$ cat src/rtl/cc_line_deserializer_pkg.sv
// Shared definitions for the cache-controller line fill path.
// Covers the beat geometry, the deserializer state encoding and the wrapped word index helper.
package cc_line_deserializer_pkg;

  localparam int BEAT_W  = 64;
  localparam int BEATS   = 8;
  localparam int OFF_W   = 6;
  localparam int LINE_W  = BEAT_W * BEATS + OFF_W;
  localparam int CNT_W   = $clog2(BEATS);
  localparam int BYTE_SH = $clog2(BEAT_W / 8);

  typedef enum logic [1:0] {
    S_IDLE    = 2'd0,
    S_COLLECT = 2'd1,
    S_OUTPUT  = 2'd2
  } state_e;

  // Word slot for the cnt-th beat of a critical-word-first burst; wraps modulo BEATS.
  function automatic logic [CNT_W-1:0] word_idx(input logic [OFF_W-1:0] offset,
                                                input logic [CNT_W-1:0] cnt);
    return offset[BYTE_SH +: CNT_W] + cnt;
  endfunction

endpackage

$ cat src/rtl/cc_line_deserializer.sv
// Collects a wrapped 8-beat R burst into one naturally ordered line word with its byte offset.
// Delivers the line over valid/ready and flags burst-length/rlast disagreement.
module cc_line_deserializer
  import cc_line_deserializer_pkg::*;
(
  input  logic              clk,
  input  logic              rst_n,
  input  logic              req_valid_i,
  input  logic [OFF_W-1:0]  req_offset_i,
  output logic              req_ready_o,
  input  logic [BEAT_W-1:0] mem_rdata_i,
  input  logic              mem_rlast_i,
  input  logic              mem_rvalid_i,
  output logic              mem_rready_o,
  output logic              line_valid_o,
  output logic [LINE_W-1:0] line_data_o,
  input  logic              line_ready_i,
  output logic              proto_err_o
);

  state_e                        state_r;
  logic [CNT_W-1:0]              cnt_r;
  logic [OFF_W-1:0]              off_r;
  logic [BEATS-1:0][BEAT_W-1:0]  data_r;
  logic                          mem_rready_r;
  logic                          line_valid_r;
  logic                          proto_err_r;

  logic                          beat_s;
  logic                          last_s;
  logic                          len_err_s;
  logic [CNT_W-1:0]              widx_s;
  logic [BEATS-1:0]              we_s;

  // Beat handshake, burst-end detection and per-word write enables
  always_comb begin
    beat_s    = mem_rvalid_i & mem_rready_r;
    widx_s    = word_idx(off_r, cnt_r);
    last_s    = (cnt_r == CNT_W'(BEATS - 1)) | mem_rlast_i;
    len_err_s = (cnt_r == CNT_W'(BEATS - 1)) ^ mem_rlast_i;
    for (int k = 0; k < BEATS; k++) begin
      we_s[k] = beat_s && (state_r == S_COLLECT) && (widx_s == CNT_W'(k));
    end
  end

  // Fill FSM with line assembly register and registered handshake outputs
  always_ff @(posedge clk or negedge rst_n) begin
    if (!rst_n) begin
      state_r      <= S_IDLE;
      cnt_r        <= '0;
      off_r        <= '0;
      data_r       <= '0;
      mem_rready_r <= 1'b0;
      line_valid_r <= 1'b0;
      proto_err_r  <= 1'b0;
    end else begin
      proto_err_r <= 1'b0;
      case (state_r)
        S_IDLE: begin
          if (req_valid_i) begin
            off_r        <= req_offset_i;
            data_r       <= '0;
            cnt_r        <= '0;
            mem_rready_r <= 1'b1;
            state_r      <= S_COLLECT;
          end
        end
        S_COLLECT: begin
          for (int k = 0; k < BEATS; k++) begin
            if (we_s[k]) begin
              data_r[k] <= mem_rdata_i;
            end
          end
          if (beat_s) begin
            cnt_r <= cnt_r + CNT_W'(1);
            if (last_s) begin
              mem_rready_r <= 1'b0;
              line_valid_r <= 1'b1;
              proto_err_r  <= len_err_s;
              state_r      <= S_OUTPUT;
            end
          end
        end
        S_OUTPUT: begin
          if (line_ready_i) begin
            line_valid_r <= 1'b0;
            // A request in the same cycle restarts collection without an idle bubble
            if (req_valid_i) begin
              off_r        <= req_offset_i;
              data_r       <= '0;
              cnt_r        <= '0;
              mem_rready_r <= 1'b1;
              state_r      <= S_COLLECT;
            end else begin
              state_r <= S_IDLE;
            end
          end
        end
        default: begin
          state_r      <= S_IDLE;
          mem_rready_r <= 1'b0;
          line_valid_r <= 1'b0;
        end
      endcase
    end
  end

  // Request acceptance is held low while reset is asserted
  always_comb begin
    req_ready_o = rst_n & ((state_r == S_IDLE) | ((state_r == S_OUTPUT) & line_ready_i));
  end

  assign mem_rready_o = mem_rready_r;
  assign line_valid_o = line_valid_r;
  assign proto_err_o  = proto_err_r;
  assign line_data_o  = {off_r, data_r};

endmodule

$ cat config.mk
export PLATFORM = sky130hd
export DESIGN_NAME = cc_line_deserializer
export DESIGN_NICKNAME = d
export VERILOG_FILES = /design/src/rtl/cc_line_deserializer_pkg.sv /design/src/rtl/cc_line_deserializer.sv
export SDC_FILE = /design/constraint.sdc
export NUM_CORES = 1
export LEC_CHECK = 0
export CAP_MARGIN = 20
export CELL_PAD_IN_SITES_DETAIL_PLACEMENT = 0
export CELL_PAD_IN_SITES_GLOBAL_PLACEMENT = 2
export CORE_MARGIN = 3
export CORE_UTILIZATION = 31
export CTS_CLUSTER_SIZE = 40
export DETAILED_ROUTE_END_ITERATION = 8
export PLACE_DENSITY = 0.88
export SKIP_LAST_GASP = 1
export SLEW_MARGIN = 10
export SYNTH_ARGS = -nofsm -noshare
export SYNTH_HDL_FRONTEND = slang
export SYNTH_SLANG_ARGS = --single-unit
$ cat constraint.sdc
create_clock -name clk -period 2.79 [get_ports clk]
set_input_delay 0.6975 -clock clk [delete_from_list [all_inputs] [get_ports clk]]
set_output_delay 0.6975 -clock clk [all_outputs]
set_load 0.02 [all_outputs]
---- After elaboration in Yosys (flattened, before gate mapping) ----
Index checks and enable logic that the tools add are counted.
word-level totals
  input port bits ......................... 76
  register bits after elaboration ......... 526
  output and inout bits ................... 522
  logic and storage cells ................. 107
cells by class
  reduce and logical (&&, ||, !) cells .... 26
  equality and inequality tests ........... 22
  bitwise operators ....................... 7
  $add $sub $neg .......................... 2
  mux-type cells .......................... 36
operators by type and width
  operator                                                                number
  512-bit case mux with 3 select lines                                    1
  512-bit 2-to-1 mux                                                      2
  64-bit 2-to-1 mux                                                       8
  3-bit AND reduction                                                     10
  2-bit inequality test (second input constant)                           12
  3-bit equality test (second input constant)                             5
  6-bit 2-to-1 mux                                                        2
  6-bit case mux with 2 select lines                                      1
  1-bit 2-to-1 mux                                                        11
  1-bit logical AND                                                       9
  3-bit 2-to-1 mux                                                        3
  3-bit case mux with 3 select lines                                      1
  2-bit 2-to-1 mux                                                        4
  4-bit AND reduction                                                     2
  3-bit by 2-bit equality test with 1-bit output (second input constant)  2
  1-bit case mux with 3 select lines                                      2
  2-bit case mux with 3 select lines                                      1
  3-bit by 1-bit adder with 3-bit output (second input constant)          1
  3-bit adder                                                             1
  1-bit bitwise AND                                                       3
  3-bit by 1-bit equality test with 1-bit output (second input constant)  1
  3-bit zero test                                                         1
  3-bit nonzero test                                                      1
  2-bit by 1-bit equality test with 1-bit output (second input constant)  1
  7 further kinds                                                         8

---- Longest topological paths before layout ----
Gate-level depths: netlist (run 1).
  word-level depth ........................ 5
  gate-level depth with buffers ........... 9
  mapped depth without buffers ............ 7

---- Least setup slack after synthesis (run 1) ----
Ideal clock, no wire load.
  path type ............................... reg2reg
  from .................................... register off_r[3]
  to ...................................... register data_r, in the netlist line_data_o[431]
  data arrival time ....................... 2.177 ns
  clock period less this slack ............ 2.309 ns
  data required time ...................... 2.658 ns
  slack ................................... 0.481 ns
  setup time .............................. 0.132 ns
  path buffers ............................ 1
  cell stages (with the launch flop) ...... 8
  path through ............................ dfrtp_1 > ha_1 > inv_1 > fa_1 > or2_2 > nor3_4 > buf_2 > o31ai_1
on the way
  word-level cells in the longest chain between the ends .. 5
ends and longest elaborated chain
  what                                    RTL line                        source
  start: declaration                      cc_line_deserializer.sv:23      logic [OFF_W-1:0] off_r;
  start signal: assignment                cc_line_deserializer.sv:61      off_r <= req_offset_i;
  start signal: assignment                cc_line_deserializer.sv:89      off_r <= req_offset_i;
  3-bit adder                             cc_line_deserializer_pkg.sv:21  return offset[BYTE_SH +: CNT_W] + cnt;
  3-bit equality test                     cc_line_deserializer.sv:42      we_s[k] = beat_s && (state_r == S_COLLECT) && (widx_s == CNT_W'(k));
  1-bit logical AND                       cc_line_deserializer.sv:42
  2-bit inequality test (no source line)  -
  3-bit AND reduction (no source line)    -
  end signal: indexed assignment          cc_line_deserializer.sv:71      data_r[k] <= mem_rdata_i;
  end: declaration                        cc_line_deserializer.sv:24      logic [BEATS-1:0][BEAT_W-1:0] data_r;
Every way passes these cells.
A chain may end at the register's enable or synchronous reset.

---- Worst setup path after layout (run 1) ----
  from .................................... register off_r[3]
  to ...................................... register data_r, in the netlist line_data_o[81]
on the way
  word-level cells in the longest chain between the ends .. 5
ends and longest elaborated chain
  what                                            RTL line
  3-bit adder                                     cc_line_deserializer_pkg.sv:21
  3-bit by 1-bit equality test with 1-bit output  cc_line_deserializer.sv:42
  1-bit logical AND                               cc_line_deserializer.sv:42
  2-bit inequality test (no source line)          -
  3-bit AND reduction (no source line)            -
Every way passes these cells.

==> results of run 1 <==
cells by family after synthesis:
group           Yosys count  share of synthesized area (%)
mux                       6                          0.277
fa+ha+maj                 5                          0.287
compound gates          522                           16.0
xor+xnor                  2                          0.189
flops                   526                           53.9
simple gates            545                           14.2
buf+inv                 862                           15.2
stage by stage:
step           instances  utilization, %
2_1_floorplan       2468               -
3_3_place_gp        3872            40.6
3_5_place_dp        3872            40.6
4_1_cts             3978            43.1
5_1_grt             3978            43.1
6_report            3978            43.1
critical path: stages, from the launching register on:
cell     delay, ps
dfrtp_1        420
ha_1           180
inv_1           50
fa_1           780
and2_4         270
buf_4          450
nand4_1        230
o31ai_1        120
Yosys cell counts (all sizes together):
cell    number  share of area [%]
dfrtp      526                 54
inv        518                8.0
o31ai      513                 16
nand4      512                 13
clkbuf     199                3.4
buf        145                3.8
nor3         8               0.53
nand2        7               0.11
mux2         6               0.28
ha           4               0.20
nand2b       4               0.10
o21ai        4              0.082
nor2b        3              0.077
a21oi        2              0.041
and2         2              0.051
nor2         2              0.031
nor3b        2              0.061
a22oi        1              0.031
and3b        1              0.036
and4b        1              0.041
fa           1              0.082
nand3b       1              0.031
nand4b       1              0.036
o21bai       1              0.031
o22ai        1              0.026
or2          1              0.026
xnor3        1              0.092
xor3         1              0.097
power by group through the flow:
stage,Combinational (mW),Clock (mW),Sequential [mW]
global route,30.4,8.58,13.9
CTS,28.8,8.25,13.5
floorplan,11.0,0,17.1
finish,28.8,8.09,13.5
global placement,28.4,0,13.5
detailed placement,28.7,0,13.5
flip-flops by register name, indices dropped and copies added, names as in the netlist:
name,flops
state_r,2
line_valid_o,1
off_r,6
line_data_o,512
mem_rready_o,1
cnt_r,3
proto_err_o,1
area by class of cell:
type / instances / area share (%)
Sequential cell: 526 / 39.3
Multi-Input combinational cell: 1080 / 22.7
Timing Repair Buffer: 708 / 22.4
Inverter: 518 / 5.80
Clock buffer: 82 / 5.12
Tap cell: 1040 / 3.88
Clock inverter: 24 / 0.855
metal layers:
layer,track usage [%],vias up
li1,-,9674
met1,29.5,11000
met2,37.7,1079
met3,5.08,182
met4,8.12,0
met5,0,-
worst max-delay path by stage:
stage                                   to  slack, ps  cells past startpoint    startpoint
after floorplan           line_data_o[431]        480                      7      off_r[3]
after global placement         req_ready_o       -140                      4  line_ready_i
after detailed placement       req_ready_o        -40                      4  line_ready_i
after CTS                  line_data_o[81]        120                      7      off_r[3]
after global routing       line_data_o[69]         40                      7      off_r[3]
final                      line_data_o[81]        160                      7      off_r[3]
==> metrics.md, run 1 <==
| Metric | Value |
|---|---|
| Total Routing Usage GR | 22.8% |
| Syn-to-layout area delta | 37.2% |
| Synthesized area | 24400 sq um |
| Initial DRC Count | 2148 |
| Synth cell types | 32 |
| Antenna diodes | 0 |
| Chip Height | 287 um |
| Iteration count of the initial detailed-routing pass | 6 |
| Die ar. | 82200 sq um |
| Io pins | 598 |
| Met2 WL post-DR | 46.9 mm |
| Post-DR vias/cell | 5.52 |
| CP endpoint kind | register |
| Average routed wire per standard cell | 24.5 um |
| Port Buf Inserts | 597 |
| Sequential power share | 26.8% |
| Clock skew | 18.7 ps |
| Power share of the clock group | 16.0% |
| Highest net fanout along the worst path | 40 |
| Grt ovf | 0 |
| Leading cell types in the layout, fill and taps excluded | clkdlybuf4s50_1, dfrtp_1, inv_1 |
| Cell row count | 102 |
| Die Wd | 287 um |
| FF-to-FF path depth | 7 |
| Final hold vios | 0 |
| CTS tree | yes |
| Reg2Reg Capture Point | line_data_o[81] |
| Max-slew headroom | 35.7% |
| Largest net degree at the start of global routing | 127 |
| Worst-Skew Late Latency | 610 ps |
| Initial antenna violation count | 0 |
| Synth warn | 0 |
| Routed WL | 97.3 mm |
| Min-delay worst type | input pin to asynchronous set/reset pin |
| Mapped Nets | 2549 |
| Post-CTS resize count | 1 |
| RSZ-0062 raised after global routing | no |
| Commonest non-fill, non-tap cell in the layout | clkdlybuf4s50_1 |
| Minimum clock period after layout | 2630 ps |
| # Max-Cap Violations | 0 |
| Worst vdd ir | 1.55 mV |
| Residual DRC | 0 |
| Leak pwr | 13.3 nW |
| PwrDens | 1510 nW/um^2 |
| Clock Sinks | 526 |
| Outcome | finished clean |
| Layout fillers | 7275 |
| Flop2flop setup slack | 160 ps |
| Clock Path Buffers | 3 |
| Switching part of the total | 48.0% |
| Switch Pwr | 24.2 mW |
| Sequential Area | 13200 sq um |
| Placed Area | 31500 sq um |
| Core Area | 77700 sq um |
| Share of layout cells above drive strength 1 | 7.86% |
| Layout Nets | 2973 |
| Vias in the first global route | 22300 |
| Top Layer Used | met4 |
| Worst Hold Slack | 380 ps |
| Reg2Reg Launch Point | off_r[3] |
| M1 WL | 39.3 mm |
| Num CTS Buffers | 58 |
| WS Path Type | register to register |
| Design Area, Final | 33500 sq um |
| Pint | 26.3 mW |
| WP data required | 3300 ps |
| Fin worst setup slack | 162 ps |
| Post-detailed-route count of antenna-violating nets | 0 |
| Detailed-route via count | 21900 |
| Place WS | -44.4 ps |
| Comb pwr share | 57.1% |
| Met3 routed WL | 7.81 mm |
| Multi-input logic area | 7610 sq um |
| Root Driver | clkbuf_16 |
| Worst-Margin Slew | 965 ps |
| Hpwl dp | 62.5 mm |
| Worst-path clk slew | 70 ps |
| Fin Setup TNS | 0 ps |
| Post-CTS setup buffer count | 0 |
| Tot Pwr | 50.5 mW |
| First-pass GRT wire length | 146 mm |
| Final period util | 94.2% |
| Syn Inst Count | 2468 |
| Syn_area_per_cell | 9.90 sq um |
| Slew Limit Fails | 0 |
| # hold bufs at CTS | 0 |
| Startpoint Class | register |
| Starting Density | 31.4% |
| Sequential fraction of the synthesis area | 53.9% |
| Synth Register Bits | 526 |
| CP arrival | 3130 ps |
| Setup-failing EPs final | 0 |
| Htree depth | 2 |
| GP Congestion | 0.830 |
| Max Freq | 380 MHz |
Note: power is estimated with default switching activity, not from simulation.
==> inputs of run 2 (changes only) <==
--- a/config.mk
+++ b/config.mk
@@ -12,6 +12,7 @@
 export CORE_UTILIZATION = 31
 export CTS_CLUSTER_SIZE = 40
 export DETAILED_ROUTE_END_ITERATION = 8
+export HOLD_SLACK_MARGIN = 0.03
 export PLACE_DENSITY = 0.88
 export SKIP_LAST_GASP = 1
 export SLEW_MARGIN = 10
==> results of run 2 <==
Final layout, timing and power as in run 1 (identical DEF).
==> inputs of run 3 (changes only) <==
--- a/config.mk
+++ b/config.mk
@@ -5,11 +5,12 @@
 export SDC_FILE = /design/constraint.sdc
 export NUM_CORES = 1
 export LEC_CHECK = 0
+export ABC_AREA = 1
 export CAP_MARGIN = 20
 export CELL_PAD_IN_SITES_DETAIL_PLACEMENT = 0
 export CELL_PAD_IN_SITES_GLOBAL_PLACEMENT = 2
-export CORE_MARGIN = 3
-export CORE_UTILIZATION = 31
+export CORE_MARGIN = 8
+export CORE_UTILIZATION = 29
 export CTS_CLUSTER_SIZE = 40
 export DETAILED_ROUTE_END_ITERATION = 8
 export HOLD_SLACK_MARGIN = 0.03
==> run 3 against run 2 <==
  * Power fell by 40%
  * Final cell count rose by 0.18%
  * Clock skew fell by 5.6 ps
  * Hold slack got worse by 270 ps
  * Sequential power fell by 31%
  * Critical path depth fell by 1
  * Critical path type is now input pin to primary output
==> metrics.md, run 3 <==
| Metric | Value |
|---|---|
| Outcome | finished clean |
| Final hold vios | 0 (unchanged) |
| Post-synth top area cell | dfrtp_1 |
| Initial DRC Count | 1926 (-10%) |
| CP peak stage delay | 470 ps (-310 ps) |
| # Max-Cap Violations | 0 (unchanged) |
| Max-slew headroom | 33.1% (-2.6 points) |
| Total Routing Usage GR | 21.0% (-1.9 points) |
| Vias in the first global route | 20300 (-9.1%) |
| Share of layout cells above drive strength 1 | 6.63% (-1.2 points) |
| Port Buf Inserts | 597 (unchanged) |
| Routed WL | 93.5 mm (-3.9%) |
| # hold bufs at CTS | 0 (unchanged) |
| Synth cell types | 23 (-28%) |
| Core Area | 75900 sq um (-2.3%) |
| Place WS | 40.0 ps (+84.4 ps) |
| Htree depth | 2 (unchanged) |
| Layout fillers | 7376 (+1.4%) |
| GP Congestion | 0.819 (-1.3%) |
| Grt ovf | 0 (unchanged) |
| Leak pwr | 15.4 nW (+16%) |
| Power share of the clock group | 26.3% (+10 points) |
| FF-to-FF path depth | 12 (+5) |
| Top cell by count, worst path | inv_1 |
| Sequential power share | 31.0% (+4.2 points) |
| Commonest non-fill, non-tap cell in the layout | nand2_1 |
| CP endpoint kind | primary output |
| Min-delay worst type | input pin to asynchronous set/reset pin |
| Post-detailed-route count of antenna-violating nets | 0 (unchanged) |
| Residual DRC | 0 (unchanged) |
| Synth top area cells | dfrtp_1, nand2_1, nand4_1 |
| Initial antenna violation count | 0 (unchanged) |
| Leading cell types in the layout, fill and taps excluded | nand2_1, clkdlybuf4s50_1, dfrtp_1 |
| Max Freq | 402 MHz (+5.8%) |
| Clock skew | 13.1 ps (-5.57 ps) |
| Synth warn | 0 (unchanged) |
| Comb pwr share | 42.6% (-15 points) |
| Die Wd | 293 um (+2.1%) |
| Mapped Nets | 2528 (-0.82%) |
| Highest net fanout along the worst path | 2 (-95%) |
| Die ar. | 85800 sq um (+4.3%) |
| Chip Height | 293 um (+2.1%) |
| CP max-delay cell | clkdlybuf4s50_1 |
| Cell row count | 101 (-0.98%) |
| Clock Sinks | 526 (unchanged) |
| Setup-failing EPs final | 0 (unchanged) |
| Post-DR vias/cell | 5.05 (-8.5%) |
| Fin Setup TNS | 0 ps (unchanged) |
| Slew Limit Fails | 0 (unchanged) |
| Post-CTS resize count | 1 (unchanged) |
| Area share of the largest cell type after synthesis | 59.2% (+5.3 points) |
| CP Cell Sequence | clkdlybuf4s50_1, inv_1, nand2_1, inv_1, nor2_1, dlygate4sd2_1 |
| Syn Inst Count | 2447 (-0.85%) |
| Reg2Reg Capture Point | line_data_o[391] |
| Starting Density | 29.3% (-2.2 points) |
| Io pins | 598 (unchanged) |
| WP data required | 2090 ps (-1210 ps) |
| PwrDens | 966 nW/um^2 (-36%) |
| Antenna diodes | 0 (unchanged) |
| Sequential fraction of the synthesis area | 59.2% (+5.3 points) |
| CP arrival | 1790 ps (-1340 ps) |
| Largest net degree at the start of global routing | 165 (+30%) |
| Synth async-reset ratio | 100% (unchanged) |
| Max reg flops | 512 (unchanged) |
| Final period util | 89.1% (-5.1 points) |
| Critical path's top delay family | buffers and inverters |
| WS Path Type | input pin to primary output |
| Num CTS Buffers | 59 (+1.7%) |
| Root Driver | clkbuf_16 |
| Detailed-route via count | 20100 (-8.3%) |
| Worst-Skew Late Latency | 610 ps (about the same) |
| Worst-path clk slew | 60 ps (about the same) |
| Post-CTS setup buffer count | 0 (unchanged) |
| Syn-to-layout area delta | 39.9% |
| Primary FF master, synth | dfrtp_1 |
| Layout Nets | 2991 (+0.61%) |
| Reg2Reg Launch Point | off_r[3] |
| Number of synthesized flops with an enable pin | 0 (unchanged) |
| Iteration count of the initial detailed-routing pass | 5 (-1) |
| Worst-Margin Slew | 1000 ps (+39.2 ps) |
| Pint | 17.1 mW (-35%) |
| Average routed wire per standard cell | 23.5 um (-4.1%) |
| CTS tree | yes |
| Minimum clock period after layout | 2480 ps (-144 ps) |
| Most common cell in the netlist | nand2_1 |
| Switching part of the total | 43.0% (-4.9 points) |
| Startpoint Class | input pin |
| Syn_area_per_cell | 9.08 sq um (-8.2%) |
| RSZ-0062 raised after global routing | no |
| Synthesized area | 22200 sq um (-9.0%) |
| First-pass GRT wire length | 139 mm (-4.7%) |
| Synth Register Bits | 526 (unchanged) |
| Flop2flop setup slack | 350 ps (+190 ps) |
| Switch Pwr | 12.9 mW (-47%) |
| Crit path buf inv count | 4 (+2) |
| Hpwl dp | 63.1 mm (+0.92%) |
| Fin worst setup slack | 305 ps (+144 ps) |
| Clock Path Buffers | 3 (unchanged) |
| Post-synth top cells | nand2_1, dfrtp_1, nand4_1 |
| Worst vdd ir | 0.774 mV (-50%) |
==> run 3: how the worst max path moves through the flow <==
stage / from / end / slack (ps) / cells past startpoint
after floorplan: off_r[3] / line_data_o[384] / 650 / 12
after global placement: line_ready_i / req_ready_o / 20 / 6
after detailed placement: line_ready_i / req_ready_o / 40 / 6
after CTS: state_r[0] / req_ready_o / 270 / 4
after global routing: off_r[3] / line_data_o[406] / 180 / 12
final: line_ready_i / req_ready_o / 310 / 6
==> run 3: stage by stage <==
step | std cells | total power, mW | hold slack [ps] | util, % | cell area, sq um
after floorplan | 2447 | 16.4 | 402 | - | 22200
after global placement | 3879 | 22.2 | 454 | 38.4 | 29200
after detailed placement | 3879 | 22.3 | 457 | 38.4 | 29200
after CTS | 3985 | 30.4 | 81.6 | 41.0 | 31100
after global routing | 3985 | 31.5 | 115 | 41.0 | 31100
final | 3985 | 30.1 | 113 | 41.0 | 31100
==> run 3: cell type report <==
type | instances | area, sq um | area share, %
repair buffers | 671 | 7020 | 22.6
clock inverters | 22 | 229 | 0.736
clock buffers | 84 | 1720 | 5.54
flip-flops and latches | 526 | 13200 | 42.3
well taps | 1030 | 1290 | 4.14
multi-input cells | 1635 | 7610 | 24.5
inverters | 17 | 63.8 | 0.205
==> run 3: power groups by stage <==
stage / Clock (mW) / Combinational [mW] / Sequential [mW]
2_1_floorplan: 0 / 5.90 / 10.5
3_3_place_gp: 0 / 12.8 / 9.40
3_5_place_dp: 0 / 12.9 / 9.44
4_1_cts: 8.10 / 12.9 / 9.33
5_1_grt: 8.39 / 13.7 / 9.44
6_report: 7.91 / 12.8 / 9.33
==> run 3: metal layers <==
layer | share of wire, % | global-route usage [%]
met1 | 40 | 26.0
met2 | 48 | 34.8
met3 | 8.8 | 5.96
met4 | 3.9 | 7.63
met5 | 0 | 0
==> run 3: cell families after synthesis <==
group	count (synthesis)	share of synthesized area, %
buf+inv	286	6.69
compound gates	13	0.310
flops	526	59.2
simple gates	1617	33.5
fa+ha+maj	5	0.315
